`src/rtl/snn_pkg.sv`:
```
// Shared types for the SNN step controller: FSM state encoding and index-width helper.
// Optional refractory logic in the controller is enabled with the REFRAC_EN macro.
package snn_pkg;

  localparam int STATE_W = 3;

  typedef enum logic [STATE_W-1:0] {
    S_IDLE,
    S_CLEAR,
    S_DRIVE,
    S_SETTLE,
    S_SAMPLE,
    S_DECIDE,
    S_DONE
  } state_t;

  // Index width for n items, never narrower than one bit.
  function automatic int idxWidth(input int n);
    return (n > 1) ? $clog2(n) : 1;
  endfunction

endpackage

```
`src/rtl/snn_argmax.sv`:
```
// Combinational argmax over packed spike counters; the lowest index wins ties
// because a later entry replaces the best only when strictly greater.
module snn_argmax import snn_pkg::*; #(
  parameter  int NUM_NEURONS = 4,
  parameter  int CNT_W       = 8,
  localparam int IDX_W       = idxWidth(NUM_NEURONS)
) (
  input  logic [NUM_NEURONS*CNT_W-1:0] i_counts,
  output logic [IDX_W-1:0]             o_index,
  output logic [CNT_W-1:0]             o_count
);

  always_comb begin
    o_index = '0;
    o_count = i_counts[CNT_W-1:0];
    for (int i = 1; i < NUM_NEURONS; i++) begin
      if (i_counts[i*CNT_W +: CNT_W] > o_count) begin
        o_index = IDX_W'(i);
        o_count = i_counts[i*CNT_W +: CNT_W];
      end
    end
  end

endmodule

```
`src/rtl/snn_step_controller.sv`:
```
// Sequences one SNN sample: clear, then NUM_STEPS x (strobe, settle, sample), then argmax.
// Define REFRAC_EN to add per-neuron refractory hold/masking of length REFRAC steps.
module snn_step_controller import snn_pkg::*; #(
  parameter  int NUM_NEURONS   = 4,
  parameter  int NUM_STEPS     = 16,
  parameter  int SETTLE_CYCLES = 2,
  parameter  int CNT_W         = 8,
  parameter  int REFRAC        = 2,
  localparam int IDX_W         = idxWidth(NUM_NEURONS)
) (
  input  logic                   clk,
  input  logic                   rst,
  input  logic                   start,
  input  logic [NUM_NEURONS-1:0] spike_in,
  output logic                   step_strobe,
  output logic [NUM_NEURONS-1:0] neuron_rst,
  output logic                   busy,
  output logic                   done,
  output logic [IDX_W-1:0]       winner,
  output logic [CNT_W-1:0]       winner_count
);

  localparam int STEP_W   = idxWidth(NUM_STEPS);
  localparam int SETTLE_W = idxWidth(SETTLE_CYCLES);
  localparam logic [CNT_W-1:0] CNT_MAX = '1;

  state_t                       r_state, w_nextState;
  logic [STEP_W-1:0]            r_stepIdx;
  logic [SETTLE_W-1:0]          r_settleCnt;
  logic [CNT_W-1:0]             r_counts [NUM_NEURONS];
  logic [IDX_W-1:0]             r_winner;
  logic [CNT_W-1:0]             r_winnerCount;
  logic [NUM_NEURONS*CNT_W-1:0] w_countsFlat;
  logic [NUM_NEURONS-1:0]       w_holdRst;
  logic [NUM_NEURONS-1:0]       w_countMask;
  logic [NUM_NEURONS-1:0]       w_nrst;
  logic                         w_strobe;
  logic                         w_lastStep;
  logic                         w_settleDone;
  logic [IDX_W-1:0]             w_argIdx;
  logic [CNT_W-1:0]             w_argCnt;

  assign w_lastStep   = (r_stepIdx == STEP_W'(NUM_STEPS - 1));
  assign w_settleDone = (r_settleCnt == SETTLE_W'(SETTLE_CYCLES - 1));

`ifdef REFRAC_EN
  localparam int REF_W = idxWidth(REFRAC + 1);
  logic [REF_W-1:0] r_refrac [NUM_NEURONS];

  always_comb begin
    w_holdRst = '0;
    for (int i = 0; i < NUM_NEURONS; i++) w_holdRst[i] = (r_refrac[i] != '0);
  end

  // A refractory neuron counts down instead of reloading, so it cannot count again until expiry.
  always_ff @(posedge clk or posedge rst) begin
    if (rst) begin
      for (int i = 0; i < NUM_NEURONS; i++) r_refrac[i] <= '0;
    end else if (r_state == S_CLEAR) begin
      for (int i = 0; i < NUM_NEURONS; i++) r_refrac[i] <= '0;
    end else if (r_state == S_SAMPLE) begin
      for (int i = 0; i < NUM_NEURONS; i++) begin
        if (r_refrac[i] != '0)   r_refrac[i] <= r_refrac[i] - 1'b1;
        else if (spike_in[i])    r_refrac[i] <= REF_W'(REFRAC);
      end
    end
  end
`else
  assign w_holdRst = '0;
`endif

  assign w_countMask = spike_in & ~w_holdRst;

  always_ff @(posedge clk or posedge rst) begin
    if (rst) begin
      for (int i = 0; i < NUM_NEURONS; i++) r_counts[i] <= '0;
    end else if (r_state == S_CLEAR) begin
      for (int i = 0; i < NUM_NEURONS; i++) r_counts[i] <= '0;
    end else if (r_state == S_SAMPLE) begin
      for (int i = 0; i < NUM_NEURONS; i++)
        if (w_countMask[i] && (r_counts[i] != CNT_MAX)) r_counts[i] <= r_counts[i] + 1'b1;
    end
  end

  always_comb begin
    w_countsFlat = '0;
    for (int i = 0; i < NUM_NEURONS; i++) w_countsFlat[i*CNT_W +: CNT_W] = r_counts[i];
  end

  snn_argmax #(
    .NUM_NEURONS(NUM_NEURONS),
    .CNT_W      (CNT_W)
  ) u_argmax (
    .i_counts(w_countsFlat),
    .o_index (w_argIdx),
    .o_count (w_argCnt)
  );

  always_ff @(posedge clk or posedge rst) begin
    if (rst) begin
      r_state       <= S_IDLE;
      r_stepIdx     <= '0;
      r_settleCnt   <= '0;
      r_winner      <= '0;
      r_winnerCount <= '0;
    end else begin
      r_state <= w_nextState;
      case (r_state)
        S_CLEAR: begin
          r_stepIdx   <= '0;
          r_settleCnt <= '0;
        end
        S_DRIVE:  r_settleCnt <= '0;
        S_SETTLE: if (!w_settleDone) r_settleCnt <= r_settleCnt + 1'b1;
        S_SAMPLE: if (!w_lastStep) r_stepIdx <= r_stepIdx + 1'b1;
        S_DECIDE: begin
          r_winner      <= w_argIdx;
          r_winnerCount <= w_argCnt;
        end
        default: ;
      endcase
    end
  end

  always_comb begin
    w_nextState = r_state;
    w_strobe    = 1'b0;
    w_nrst      = '0;
    case (r_state)
      S_IDLE:   if (start) w_nextState = S_CLEAR;
      S_CLEAR: begin
        w_nrst      = '1;
        w_nextState = S_DRIVE;
      end
      S_DRIVE: begin
        w_strobe    = 1'b1;
        w_nextState = S_SETTLE;
      end
      S_SETTLE: if (w_settleDone) w_nextState = S_SAMPLE;
      S_SAMPLE: begin
        w_nrst      = spike_in;
        w_nextState = w_lastStep ? S_DECIDE : S_DRIVE;
      end
      S_DECIDE: w_nextState = S_DONE;
      S_DONE:   w_nextState = S_IDLE;
      default:  w_nextState = S_IDLE;
    endcase
  end

  // Neuron resets are forced while rst is held so the array starts from rest.
  assign neuron_rst   = rst ? '1 : (w_nrst | w_holdRst);
  assign step_strobe  = w_strobe;
  assign busy         = (r_state != S_IDLE);
  assign done         = (r_state == S_DONE);
  assign winner       = r_winner;
  assign winner_count = r_winnerCount;

endmodule
```
`config.mk`:
```
export PLATFORM = sky130hd
export DESIGN_NAME = snn_step_controller
export DESIGN_NICKNAME = d
export VERILOG_FILES = /design/src/rtl/snn_pkg.sv /design/src/rtl/snn_argmax.sv /design/src/rtl/snn_step_controller.sv
export SDC_FILE = /design/constraint.sdc
export NUM_CORES = 1
export LEC_CHECK = 0
export ABC_AREA = 1
export BUFFER_PORTS_ARGS = -buffer_cell sky130_fd_sc_hd__buf_2
export CORE_ASPECT_RATIO = 1.25
export CORE_MARGIN = 1
export CORE_UTILIZATION = 45
export DETAILED_ROUTE_END_ITERATION = 12
export PLACE_DENSITY = 0.72
export SYNTH_ARGS = -nofsm -noshare
export SYNTH_HDL_FRONTEND = slang
export SYNTH_SLANG_ARGS = --single-unit
```
`constraint.sdc`:
```
create_clock -name clk -period 6.76 [get_ports clk]
set_input_delay 0.338 -clock clk [delete_from_list [all_inputs] [get_ports clk]]
set_output_delay 0.338 -clock clk [all_outputs]
set_load 0.01 [all_outputs]
```
### Yosys cells after proc, flatten, opt, wreduce, memory -nomap -nowiden

Index checks and enable logic that the tools add are counted.

* add/sub/neg operators: 6
* magnitude comparators: 3
* equal/unequal tests: 14
* mux-type cells: 23
* reductions and logical operators: 19

Operator list (number)
* 2-to-1 mux 32 bit: 2
* 2-to-1 mux 8 bit: 7
* adder 8 x 1 -> 8 bit (second input constant): 4
* != test 8 bit (second input constant): 4
* greater-than comparator 8 bit: 3
* one-hot mux 3 bit (6 select lines): 1
* one-hot mux 4 bit (2 select lines): 2
* AND reduction 2 bit: 6
* nonzero test 2 bit: 6
* == test 3 bit (second input constant): 3
* 2-to-1 mux 3 bit: 3
* 2-to-1 mux 4 bit: 2
* == test 3 x 2 -> 1 bit (second input constant): 2
* != test 2 bit (second input constant): 3
* adder 4 x 1 -> 4 bit (second input constant): 1
* == test 4 bit (second input constant): 1
* logical AND 1 bit: 4
* 2-to-1 mux 2 bit: 2
* == test 3 x 1 -> 1 bit (second input constant): 1
* zero test 3 bit: 1
* 2-to-1 mux 1 bit: 3
* nonzero test 3 bit: 1
* one-hot mux 1 bit (2 select lines): 1
* OR reduction 2 bit: 1
* adder 1 bit (second input constant): 1

* register bits after elaboration: 50
* bits of input ports: 7
* output and inout bits: 17
* logic and storage cells: 74

### Longest topological paths before layout

* depth in word-level cells: 6
* depth in mapped cells: 38
* mapped depth without buffers: 36

### By module

Synthesis repeated with hierarchy kept, for this count alone.

* cell total of the unflattened synthesis: 609
* area, all modules: 4016.4 um^2

Modules (own cells, without submodules)
* snn_step_controller: times used 1, cells an instance 438, area each 2940.3 um^2, seq. area each 1251.2 um^2
* snn_argmax: times used 1, cells an instance 171, area each 1076.0 um^2, seq. area each 0.0 um^2

### Least setup slack after synthesis

Ideal clock, no wire load.

* kind: register to register
* start: reg r_counts[25] (netlist name)
* end: reg r_winnerCount[0], in the netlist winner_count[0]
* library setup time: 117 ps
* data arrival time: 4032 ps
* data required time: 6643 ps
* slack: 2612 ps
* stages on the path, launching flop included: 32
* path buffers: 2
* period minus slack after synthesis: 4148 ps
* path through: dfrtp_1 -> inv_1 -> ha_1 -> nand2_1 -> nand2_1 -> nand2_1 -> nand2_1 -> nand2_1 -> nand2_2 -> nand2_4 -> clkbuf_8 -> o21ai_0 -> inv_1 -> ha_1 -> a21oi_1 -> nor2_1 -> a211oi_1 -> nand2_4 -> nand2_8 -> nand2_2 -> and2_1 -> ha_1 -> nand2_1 -> o21ai_0 -> nand2_1 -> o211ai_1 -> nand2_1 -> clkbuf_8 -> o21ai_0 -> inv_1 -> nand2_1 -> nand2_1

* cells in the longest elaborated chain, start to end: 6

RTL lines
* from (decl): line snn_step_controller.sv:30 `logic [CNT_W-1:0] r_counts [NUM_NEURONS];`
* greater-than comparator 8 bit: line snn_argmax.sv:17 `if (i_counts[i*CNT_W +: CNT_W] > o_count) begin`
* 2-to-1 mux 8 bit *: line snn_argmax.sv:17
* greater-than comparator 8 bit: line snn_argmax.sv:17
* 2-to-1 mux 8 bit *: line snn_argmax.sv:17
* greater-than comparator 8 bit: line snn_argmax.sv:17
* 2-to-1 mux 8 bit *: line snn_argmax.sv:17
* to (signal assigned): line snn_step_controller.sv:118 `r_winnerCount <= w_argCnt;`
* to (decl): line snn_step_controller.sv:32 `logic [CNT_W-1:0] r_winnerCount;`

Mark *: on every way between the ends. The rest lies on a longest branch, timed or not.
A chain may end at the register's enable or synchronous reset.

### Worst setup path in the final report

Same ends and word-level chain as after synthesis.

==> results.py <==
metrics = {
    "status": {
        "status": "complete, no violations",
    },
    "floorplanning": {
        "coreArea_sq_um": 7440,
        "ioPinCount": 24,
        "die_h_um": 101,
        "dieArea_sq_um": 8130,
        "die_w_um": 80.9,
        "num_rows": 35,
        "initial_core_util_pct": 47.0,
    },
    "clock_network": {
        "clk_latency_ns": 0.31,
        "htreeDepth": 2,
        "tritoncts": "yes",
        "cts_root_buffer": "clkbuf_8",
        "clock-sinks": 50,
        "postCtsSetupBuffers": 0,
        "cts_resized": 0,
        "clk_pin_slew_ns": 0.10,
        "hold_buffers": 0,
        "cts_buffer_depth": 2,
        "cts_buffers": 5,
    },
    "placed_design": {
        "post-dp-hpwl_um": 5990,
        "portBuffers": 23,
        "gp_congestion": 0.909,
    },
    "sta": {
        "fmax_mhz": 212,
        "fin_hold_ws_ns": 0.277,
        "maxSlewHeadroom_pct": 29.2,
        "tightest_slew_ns": 1.06,
        "tns_ns": 0,
        "hold_viol": 0,
        "setup_viol": 0,
        "maxSlewViolCount": 0,
        "rsz0062_at_grt": "no",
        "period_share_pct": 69.9,
        "clock_skew_ns": 0.00963,
        "fin_crit_ns": 4.72,
    },
    "setup_path": {
        "crit_type": "flip-flop to flip-flop",
        "worstSetupStartpoint": "r_counts[25]",
        "cp-start-kind": "flip-flop",
        "r2r_start": "r_counts[25]",
        "max_stage_delay_ns": 0.39,
        "path_common_cell": "nand2_1",
        "slowest_stage": "dfrtp_1",
        "cp.required_ns": 6.96,
        "crit_path_end_kind": "flip-flop",
        "crit_fanout": 16,
        "cp_data_arrival_time_ns": 4.93,
    },
    "power": {
        "combinationalPowerShare_pct": 69.5,
        "irDropWorstVdd_mv": 0.281,
        "p_sw_mw": 1.07,
        "intPower_uw": 902,
        "power.leakage_nw": 2.01,
        "clkPwrFrac_pct": 9.7,
        "power_mw": 1.98,
        "power.density_nw_per_um2": 521,
        "seqPwrFrac_pct": 20.7,
        "switching_share_pct": 54.3,
    },
    "route": {
        "route.detailed.wl_per_inst_um": 13.5,
        "routed_wirelength_um": 7720,
        "viasPerCell": 5.21,
        "drcViolationCount": 0,
        "first_pass_iters": 4,
        "vias": 2988,
        "ant_nets": 0,
        "drt_iter0_drc": 146,
    },
    "synth": {
        "synth-seq-area-share_pct": 35.8,
        "synth-edff-count": 0,
        "synth_nets": 490,
        "synth_seq_cells": 50,
        "async_flop_share_pct": 100,
        "syn_inst": 455,
        "yosysUniqueCellTypes": 37,
        "synthFlopType": "dfrtp_1",
        "synth_area_leaders": "dfrtp_1 (36%), ha_1 (10%), nand2_1 (8.6%), inv_1 (7.6%), o21ai_0 (5.9%)",
        "syn-cell-area_sq_um": 3500,
        "yosysWarnings": 0,
        "synth_top_area_share_pct": 35.8,
        "synth.avg_cell_area_sq_um": 7.69,
        "synth_top_area_cell": "dfrtp_1",
    },
    "grt": {
        "antenna_found_initial": 0,
        "grt_pass1_vias": 2880,
        "grt_pass1_wl_um": 13500,
        "grt_util_all_layers_pct": 21.5,
        "grt_max_degree": 52,
        "grt.overflow.total": 0,
    },
    "min_path": {
        "hold_class": "primary input to asynchronous set/reset pin",
    },
    "final_layout": {
        "fin_util_pct": 50.9,
        "fill_cells": 736,
        "layout.nets": 515,
        "mostFrequentLayoutCell": "nand2_1",
        "drive_gt1_share_pct": 16.6,
        "area_growth_pct": 8.40,
        "final_cell_mix": "nand2_1 (80), inv_1 (70), dfrtp_1 (50), o21ai_0 (41), nor2_1 (36)",
        "n_antenna_cell": 0,
    },
    "flow_run": {
        "maxCapViolCount": 0,
    },
}
[metal layers]
metal	share of wire, %	global-route usage (%)
met5	0	0
met4	3.5	10.0
met3	3.3	3.35
met2	48	35.4
met1	45	27.3
[path summary, 6_finish.rpt]
check	end	slack, ns	cells after the start
min in group clk	r_state[2]	0.36	3
hold reg to reg	winner_count[5]	0.48	2
max in group asynchronous	winner_count[3]	5.83	2
hold / removal	r_counts[30]	0.28	2
setup / recovery	winner_count[0]	2.04	29
setup reg to reg	winner_count[0]	2.04	29
[worst max-delay path, delay by kind of cell (launching register included)]
family | cells | cell delay [ns]
AOI/OAI and AO/OA | 6 | 1.30
DFF | 1 | 0.39
adders and majority gates | 3 | 0.93
buffers and inverters | 3 | 0.27
and+or+nand+nor | 17 | 1.69
[cells by family (layout without fill, tap and decap cells)]
group / Yosys count / count (layout) / share of synthesized area, %
fa+ha+maj: 28 / 28 / 10.0
buf+inv: 83 / 109 / 9.48
simple gates: 206 / 206 / 30.9
compound gates: 88 / 88 / 13.8
flops: 50 / 50 / 35.8
[state kept, by name, summed over array words and instances (netlist names)]
name and cells:
winner_count 8, winner 2, r_state 3, r_stepIdx 4, r_settleCnt 1, r_counts 32
[power groups by stage]
stage                     Combinational, mW  Sequential [mW]  Clock (mW)
after global routing                   1.55            0.418       0.211
after CTS                              1.37            0.409       0.199
after floorplan                        1.20            0.390           0
after detailed placement               1.36            0.414           0
final                                  1.37            0.410       0.192
after global placement                 1.31            0.413           0
[cell usage after synthesis (5+ instances only)]
cell,count
inv_1,71
and2_1,7
nand3_2,8
inv_2,5
ha_1,28
nand2_1,80
a21oi_1,32
nor3_1,16
nand2_2,18
a211oi_1,8
nor2_1,36
nand3_1,20
dfrtp_1,50
o21ai_0,41
[through the flow]
step | cell area (sq um) | setup slack [ns] | instances
4_1_cts | 3790 | 2.03 | 573
2_1_floorplan | 3500 | 2.61 | 455
3_5_place_dp | 3690 | 2.06 | 565
5_1_grt | 3790 | 1.48 | 573
6_report | 3790 | 2.04 | 573
3_3_place_gp | 3690 | 2.28 | 565
[layout make-up]
| type | instances | area, sq um | area share, % |
|---|---|---|---|
| Timing Repair Buffer | 24 | 123 | 3.23 |
| Tap cell | 92 | 115 | 3.04 |
| Inverter | 77 | 289 | 7.62 |
| Multi-Input combinational cell | 322 | 1920 | 50.5 |
| Clock inverter | 2 | 16.3 | 0.429 |
| Sequential cell | 50 | 1250 | 33.0 |
| Clock buffer | 6 | 82.6 | 2.18 |
(Power assumes the default switching activity.)
